===== config.mk =====
export PLATFORM = sky130hd
export DESIGN_NAME = alu_seq
export DESIGN_NICKNAME = d
export VERILOG_FILES = /design/src/rtl/alu_seq_pkg.sv /design/src/rtl/alu_seq.sv
export SDC_FILE = /design/constraint.sdc
export NUM_CORES = 1
export LEC_CHECK = 0
export ABC_AREA = 1
export ABC_CLOCK_PERIOD_IN_PS = 1600
export CAP_MARGIN = 40
export CORE_ASPECT_RATIO = 2
export CORE_MARGIN = 8
export CORE_UTILIZATION = 28
export DETAILED_ROUTE_END_ITERATION = 8
export MAX_ROUTING_LAYER = met4
export SYNTH_ARGS = -nofsm -noshare
export SYNTH_HDL_FRONTEND = slang
export SYNTH_SLANG_ARGS = --single-unit

===== constraint.sdc =====
create_clock -name clk -period 1.6 [get_ports clk]
set_input_delay 0.32 -clock clk [delete_from_list [all_inputs] [get_ports clk]]
set_output_delay 0.32 -clock clk [all_outputs]
set_load 0.03 [all_outputs]

===== src/rtl/alu_seq_pkg.sv =====
// Shared constants and the state encoding for the nibble-serial ALU sequencer.
package alu_seq_pkg;

  typedef enum logic [1:0] {
    IDLE = 2'd0,
    RUN  = 2'd1,
    DONE = 2'd2
  } state_t;

  localparam int SLICE_W = 4;
  // Op bit that selects the logic path (1) over the arithmetic path (0)
  localparam int OP_SEL  = 2;

endpackage


===== src/rtl/alu_seq.sv =====
// Nibble-serial sequencer driving an external 4-bit ALU, LSB slice first.
// Optional abort input enabled by defining SEQ_ABORT_EN.
//
// state | meaning
// IDLE  | ready for a new operation
// RUN   | one slice per cycle through the external ALU
// DONE  | result registers valid, one-cycle done pulse
module alu_seq
  import alu_seq_pkg::*;
#(
  parameter int NIBBLES = 2
) (
  input  logic                   clk,
  input  logic                   reset,
  input  logic                   start,
`ifdef SEQ_ABORT_EN
  input  logic                   abort,
`endif
  output logic                   ready,
  input  logic [4*NIBBLES-1:0]   A_w,
  input  logic [4*NIBBLES-1:0]   B_w,
  input  logic [2:0]             Op,
  input  logic                   c_in,
  output logic [3:0]             alu_A,
  output logic [3:0]             alu_B,
  output logic [2:0]             alu_Op,
  output logic                   alu_cin,
  input  logic [3:0]             alu_R,
  input  logic                   alu_carry,
  output logic [4*NIBBLES-1:0]   R_w,
  output logic                   zero,
  output logic                   carry,
  output logic                   sign,
  output logic                   done
);

  localparam int W  = SLICE_W * NIBBLES;
  localparam int IW = (NIBBLES > 1) ? $clog2(NIBBLES) : 1;

  state_t          state;
  logic [IW-1:0]   idx;
  logic            carry_reg;
  logic [W-1:0]    a_lat;
  logic [W-1:0]    b_lat;
  logic [2:0]      op_lat;
  logic            cin_lat;
  logic [W-1:0]    work;
  logic [W-1:0]    next_work;
  logic            last_slice;
  logic            abort_run;

`ifdef SEQ_ABORT_EN
  assign abort_run = abort;
`else
  assign abort_run = 1'b0;
`endif

  assign ready      = (state == IDLE);
  assign last_slice = (idx == IW'(NIBBLES - 1));

  always_comb begin
    alu_A   = '0;
    alu_B   = '0;
    alu_Op  = '0;
    alu_cin = 1'b0;
    if (state == RUN) begin
      alu_A  = a_lat[SLICE_W*idx +: SLICE_W];
      alu_B  = b_lat[SLICE_W*idx +: SLICE_W];
      alu_Op = op_lat;
      // logic ops see c_in only on slice 0; no carry chaining between slices
      if (op_lat[OP_SEL])
        alu_cin = (idx == '0) ? cin_lat : 1'b0;
      else
        alu_cin = carry_reg;
    end
  end

  always_comb begin
    next_work = work;
    next_work[SLICE_W*idx +: SLICE_W] = alu_R;
  end

  always_ff @(posedge clk or posedge reset) begin
    if (reset) begin
      state     <= IDLE;
      idx       <= '0;
      carry_reg <= 1'b0;
      a_lat     <= '0;
      b_lat     <= '0;
      op_lat    <= '0;
      cin_lat   <= 1'b0;
      work      <= '0;
      R_w       <= '0;
      zero      <= 1'b1;
      carry     <= 1'b0;
      sign      <= 1'b0;
      done      <= 1'b0;
    end else begin
      done <= 1'b0;
      case (state)
        IDLE: begin
          if (start) begin
            a_lat     <= A_w;
            b_lat     <= B_w;
            op_lat    <= Op;
            cin_lat   <= c_in;
            carry_reg <= c_in;
            idx       <= '0;
            state     <= RUN;
          end
        end
        RUN: begin
          if (abort_run) begin
            idx   <= '0;
            state <= IDLE;
          end else begin
            work      <= next_work;
            carry_reg <= alu_carry;
            if (last_slice) begin
              // results publish on the same edge that enters DONE
              R_w   <= next_work;
              zero  <= ~|next_work;
              sign  <= next_work[W-1];
              carry <= op_lat[OP_SEL] ? 1'b0 : alu_carry;
              done  <= 1'b1;
              state <= DONE;
            end else begin
              idx <= idx + 1'b1;
            end
          end
        end
        DONE: begin
          idx   <= '0;
          state <= IDLE;
        end
        default: state <= IDLE;
      endcase
    end
  end

endmodule


# --- After elaboration in Yosys (flattened, before gate mapping) ---
# Cells that the tools add are included.
classes:
  addsub: 2
  mul: 0
  div: 0
  order_cmp: 0
  eq_ne: 4
  shifts: 4
  mux: 18
  bitwise_logic: 0
  n_reduce_logical: 10
ops:
  columns: ["cell", "count"]
  rows:
  - ["3-bit negator with 34-bit output", 1]
  - ["4-bit by 34-bit variable shift with 8-bit output (first input constant)", 1]
  - ["4-bit by 34-bit variable part select with 8-bit output", 1]
  - ["8-bit by 4-bit variable part select with 4-bit output", 2]
  - ["2-bit AND reduction", 5]
  - ["1-bit two-way mux", 9]
  - ["8-bit bitwise mux", 1]
  - ["4-bit two-way mux", 2]
  - ["8-bit OR reduction", 1]
  - ["2-bit two-way mux", 2]
  - ["2-bit inequality test (second input constant)", 2]
  - ["2-bit one-hot mux with 2 select lines", 1]
  - ["3-bit two-way mux", 1]
  - ["1-bit one-hot mux with 3 select lines", 1]
  - ["3-bit nonzero test", 1]
  - ["2-bit by 1-bit == test with 1-bit output (second input constant)", 1]
  - ["2-bit == test (second input constant)", 1]
  - ["2-bit zero test", 1]
  - ["1-bit one-hot mux with 2 select lines", 1]
  - ["2-bit nonzero test", 1]
  - ["1-bit adder (second input constant)", 1]
  - ["1-bit zero test", 1]
totals:
  regBits: 44
  latchBits: 0
  ram_bits: 0
  romBits: 0
  in_bits: 28
  out_inout_bits: 25
  wordCells: 51
  n_memories: 0

# --- Longest topological paths before layout ---
logic_depth:
  depth_word: 5
  depth_mapped: 6
  mapped_depth_nobuf: 6

# --- Worst setup path before layout ---
# Ideal clock, no wire load.
synth_timing:
  kind: "reg2out"
  start: "register idx"
  end: "output alu_B[0]"
  t_arrival_ps: 1331
  t_required_ps: 1280
  path_slack_ps: -51
  path_stages_with_launch: 6
  path_buffers: 2
  path_cell_list: "dfrtp_1 > buf_2 > inv_2 > buf_2 > nand2_2 > o21ai_1"
synth_between:
  elab_chain_cells: 2
synth_rtl:
  columns: ["item", "line", "text"]
  rows:
  - ["start, declared", "alu_seq.sv:41", "logic [IW-1:0] idx;"]
  - ["start signal, assigned", "alu_seq.sv:128", "idx <= idx + 1'b1;"]
  - ["8-bit by 4-bit variable part select with 4-bit output", "alu_seq.sv:68", "alu_B = b_lat[SLICE_W*idx +: SLICE_W];"]
  - ["4-bit two-way mux", "alu_seq.sv:66", "if (state == RUN) begin"]
  - ["end, declared", "alu_seq.sv:25", "output logic [3:0] alu_B,"]
# No other way between the ends.

# --- Final worst setup path ---
layout_timing:
  start: "register state[1]"
  end: "output alu_B[3]"
layout_between:
  elab_chain_cells: 2
layout_rtl:
  columns: ["item", "line", "text"]
  rows:
  - ["start, declared", "alu_seq.sv:40", "state_t state;"]
  - ["start signal, assigned", "alu_seq.sv:85", "state <= IDLE;"]
  - ["start signal, assigned", "alu_seq.sv:109", "state <= RUN;"]
  - ["start signal, assigned", "alu_seq.sv:115", "state <= IDLE;"]
  - ["2-bit by 1-bit == test with 1-bit output", "alu_seq.sv:66", null]
  - ["4-bit two-way mux", "alu_seq.sv:66", null]
# No other way between the ends.

==> qor.txt <==
Status: complete, but fails checks
Failing checks: negative setup slack
Io pins: 53
CTS Buffer Depth: 2
CTS Sinks: 39
Sequential power share: 0.298
Largest net degree at the start of global routing: 40
Die Y: 126.5 um
Finished Layout Cells: 341
Launching point of the worst reg2reg path: state[0]$_DFFE_PP0P_
Power share of the combinational group: 0.523
Layout Nets: 305
Post-detailed-routing wire length: 4.526 mm
Max-slew violations: 0
Switching share of power: 0.4227
1st-iter DRT viols: 59
Seq/Total Area, Yosys: 0.5713
Placed cell count: 325
Total power: 5.758 mW
Inserted Clock Buffers: 5
Period utilization: 1.038
Vias in the first global route: 1702
Final setup viols: 9
Pleak: 1.368 nW
Clk pwr share: 0.178
Die width: 71.27 um
Worst-path maximum fanout: 5
Most frequent cells in the layout: nand2_1 (94), dfrtp_1 (38), clkdlybuf4s50_1 (27), buf_4 (19), dlygate4sd2_1 (11)
Post-CTS Hold Buffers: 0
Std-Cell Rows: 40
Share of cells above drive strength 1: 0.2590
Crit path arrival time: 1.34 ns
First-pass GRT wire length: 7.734 mm
Initial core utilization: 0.2872
Syn_area_per_cell: 8.223 um^2
Final WS setup: -0.06072 ns
Syn_nets: 236
FF-to-FF path depth: 6
CP Launch Type: register
Global placer's final weighted congestion: 0.7503
Top flop regs: R_w: 8 flops, a_lat: 8 flops, b_lat: 8 flops
Filler cells: 624
Most common cell after layout, fill and taps aside: nand2_1
H-Tree Depth: 2
Setup CP Type: register to output port
Full die area: 9017 um^2
Detailed-route via count: 1547
Area growth syn-to-layout: 56.33%
Grt ovf: 0
# DRC: 0
Fin. Hold Viols: 0
Hold WC Path Type: input port to asynchronous set/reset pin
Worst-Skew Late Latency: 0.28 ns
Final min period: 1.661 ns
Fmax: 0.6021 GHz
Port bufs: 52
GRT Total Usage: 0.1117
CTS tree: built
MaxCap Viol Count: 0
WL/cell: 13.27 um
Root buf cell: clkbuf_16
Worst Tran Pin Value: 0.3270 ns
Setup crit start: state[1]$_DFFE_PP0P_
Synthesis Warnings: 0
Netlist cell types: 19
Net Sw Power: 2.434 mW
VDD IR max: 689.8 uV
Synth Register Bits: 39
Worst clock skew: 0.002654 ns
Mapped Area: 1710 um^2
DPL Wire Length: 3.292 mm
Worst endpoint required time: 1.28 ns
Core box area: 5956 um^2
Initial antenna violation count: 0
Vias per cell: 4.537
ANT nets after route: 0
Final hold slack: 0.3712 ns
DRT Pass-1 Iters: 4
Slew HR: 0.7816
Diode count: 0
Crit. End Element: output port
RSZ-0062 raised after global routing: yes
Post-Synthesis Cells: 208
Clock transition at path regs: 0.05 ns
PD cells: 2153 nW/um^2
Int Pwr: 3.324 mW
logic make-up (layout without fill, tap and decap cells):
family          count (synthesis)  after routing  synth area share
flops                          39             39            0.5713
simple gates                  126            126            0.2999
compound gates                 20             20           0.05852
buf+inv                        23             93           0.07023
cell type report:
class	count	area [um^2]	share of cell area
repair buffers	71	689.4	0.2578
clock buffers	8	156.4	0.05849
inverters	14	55.05	0.02059
well taps	63	78.83	0.02948
multi-input cells	146	716.9	0.2681
flip-flops and latches	39	977.2	0.3655
synthesized netlist by cell type (all sizes together):
master  number  share of area
nand4        1         0.0037
a21oi        5          0.015
inv         14          0.032
dfstp        1          0.015
dfrtp       38           0.56
buf          9          0.038
nand2      106           0.24
nand3        6          0.018
o21ai       15          0.044
nor2        13          0.034
power groups by stage:
stage               Sequential (mW)  Clock [mW]  Combinational (mW)
finish                         1.72        1.03                3.01
global route                   1.77        1.10                3.32
CTS                            1.69        1.06                2.79
detailed placement             1.71           0                2.65
global placement               1.69           0                2.63
floorplan                      1.91           0                1.47
stage by stage:
step                      setup slack [ns]    util  cell area, um^2  setup TNS, ns
final                             -0.06072  0.4490             2674        -0.1984
after global routing               -0.1029  0.4490             2674        -0.6904
after CTS                         -0.07354  0.4273             2545        -0.2525
after detailed placement           0.09660  0.3901             2323              0
after global placement              0.1149  0.3901             2323              0
after floorplan                   -0.05145       -             1714        -0.2058
critical path, cell delays in order, from the launching register on:
cell	delay, ns
dfrtp_1	0.38
buf_4	0.16
nor2_4	0.11
nand2_4	0.10
o21ai_4	0.18
buf_12	0.13
final timing paths:
kind	to	slack (ns)
setup / recovery	alu_B[3]	-0.06
hold / removal	R_w[5]$_DFFE_PP0P_	0.37
setup reg to reg	b_lat[2]$_DFFE_PP0P_	0.27
hold reg to reg	zero$_DFFE_PP1P_	0.46
max in group asynchronous	zero$_DFFE_PP1P_	0.97
min in group clk	zero$_DFFE_PP1P_	0.46
timing repair:
action,CTS,global route
setup endpoints to repair,21,13
pin swaps,0,8
resized for setup,26,26
hold endpoints to repair,0,0
buffers inserted,3,5
layer usage:
layer  GRT usage  share of wire
met1      0.1051           0.37
met2      0.2037           0.57
met3     0.02526          0.046
met4     0.05562          0.024
met5           -              0
No activity file was read; power rests on OpenSTA's default activity.
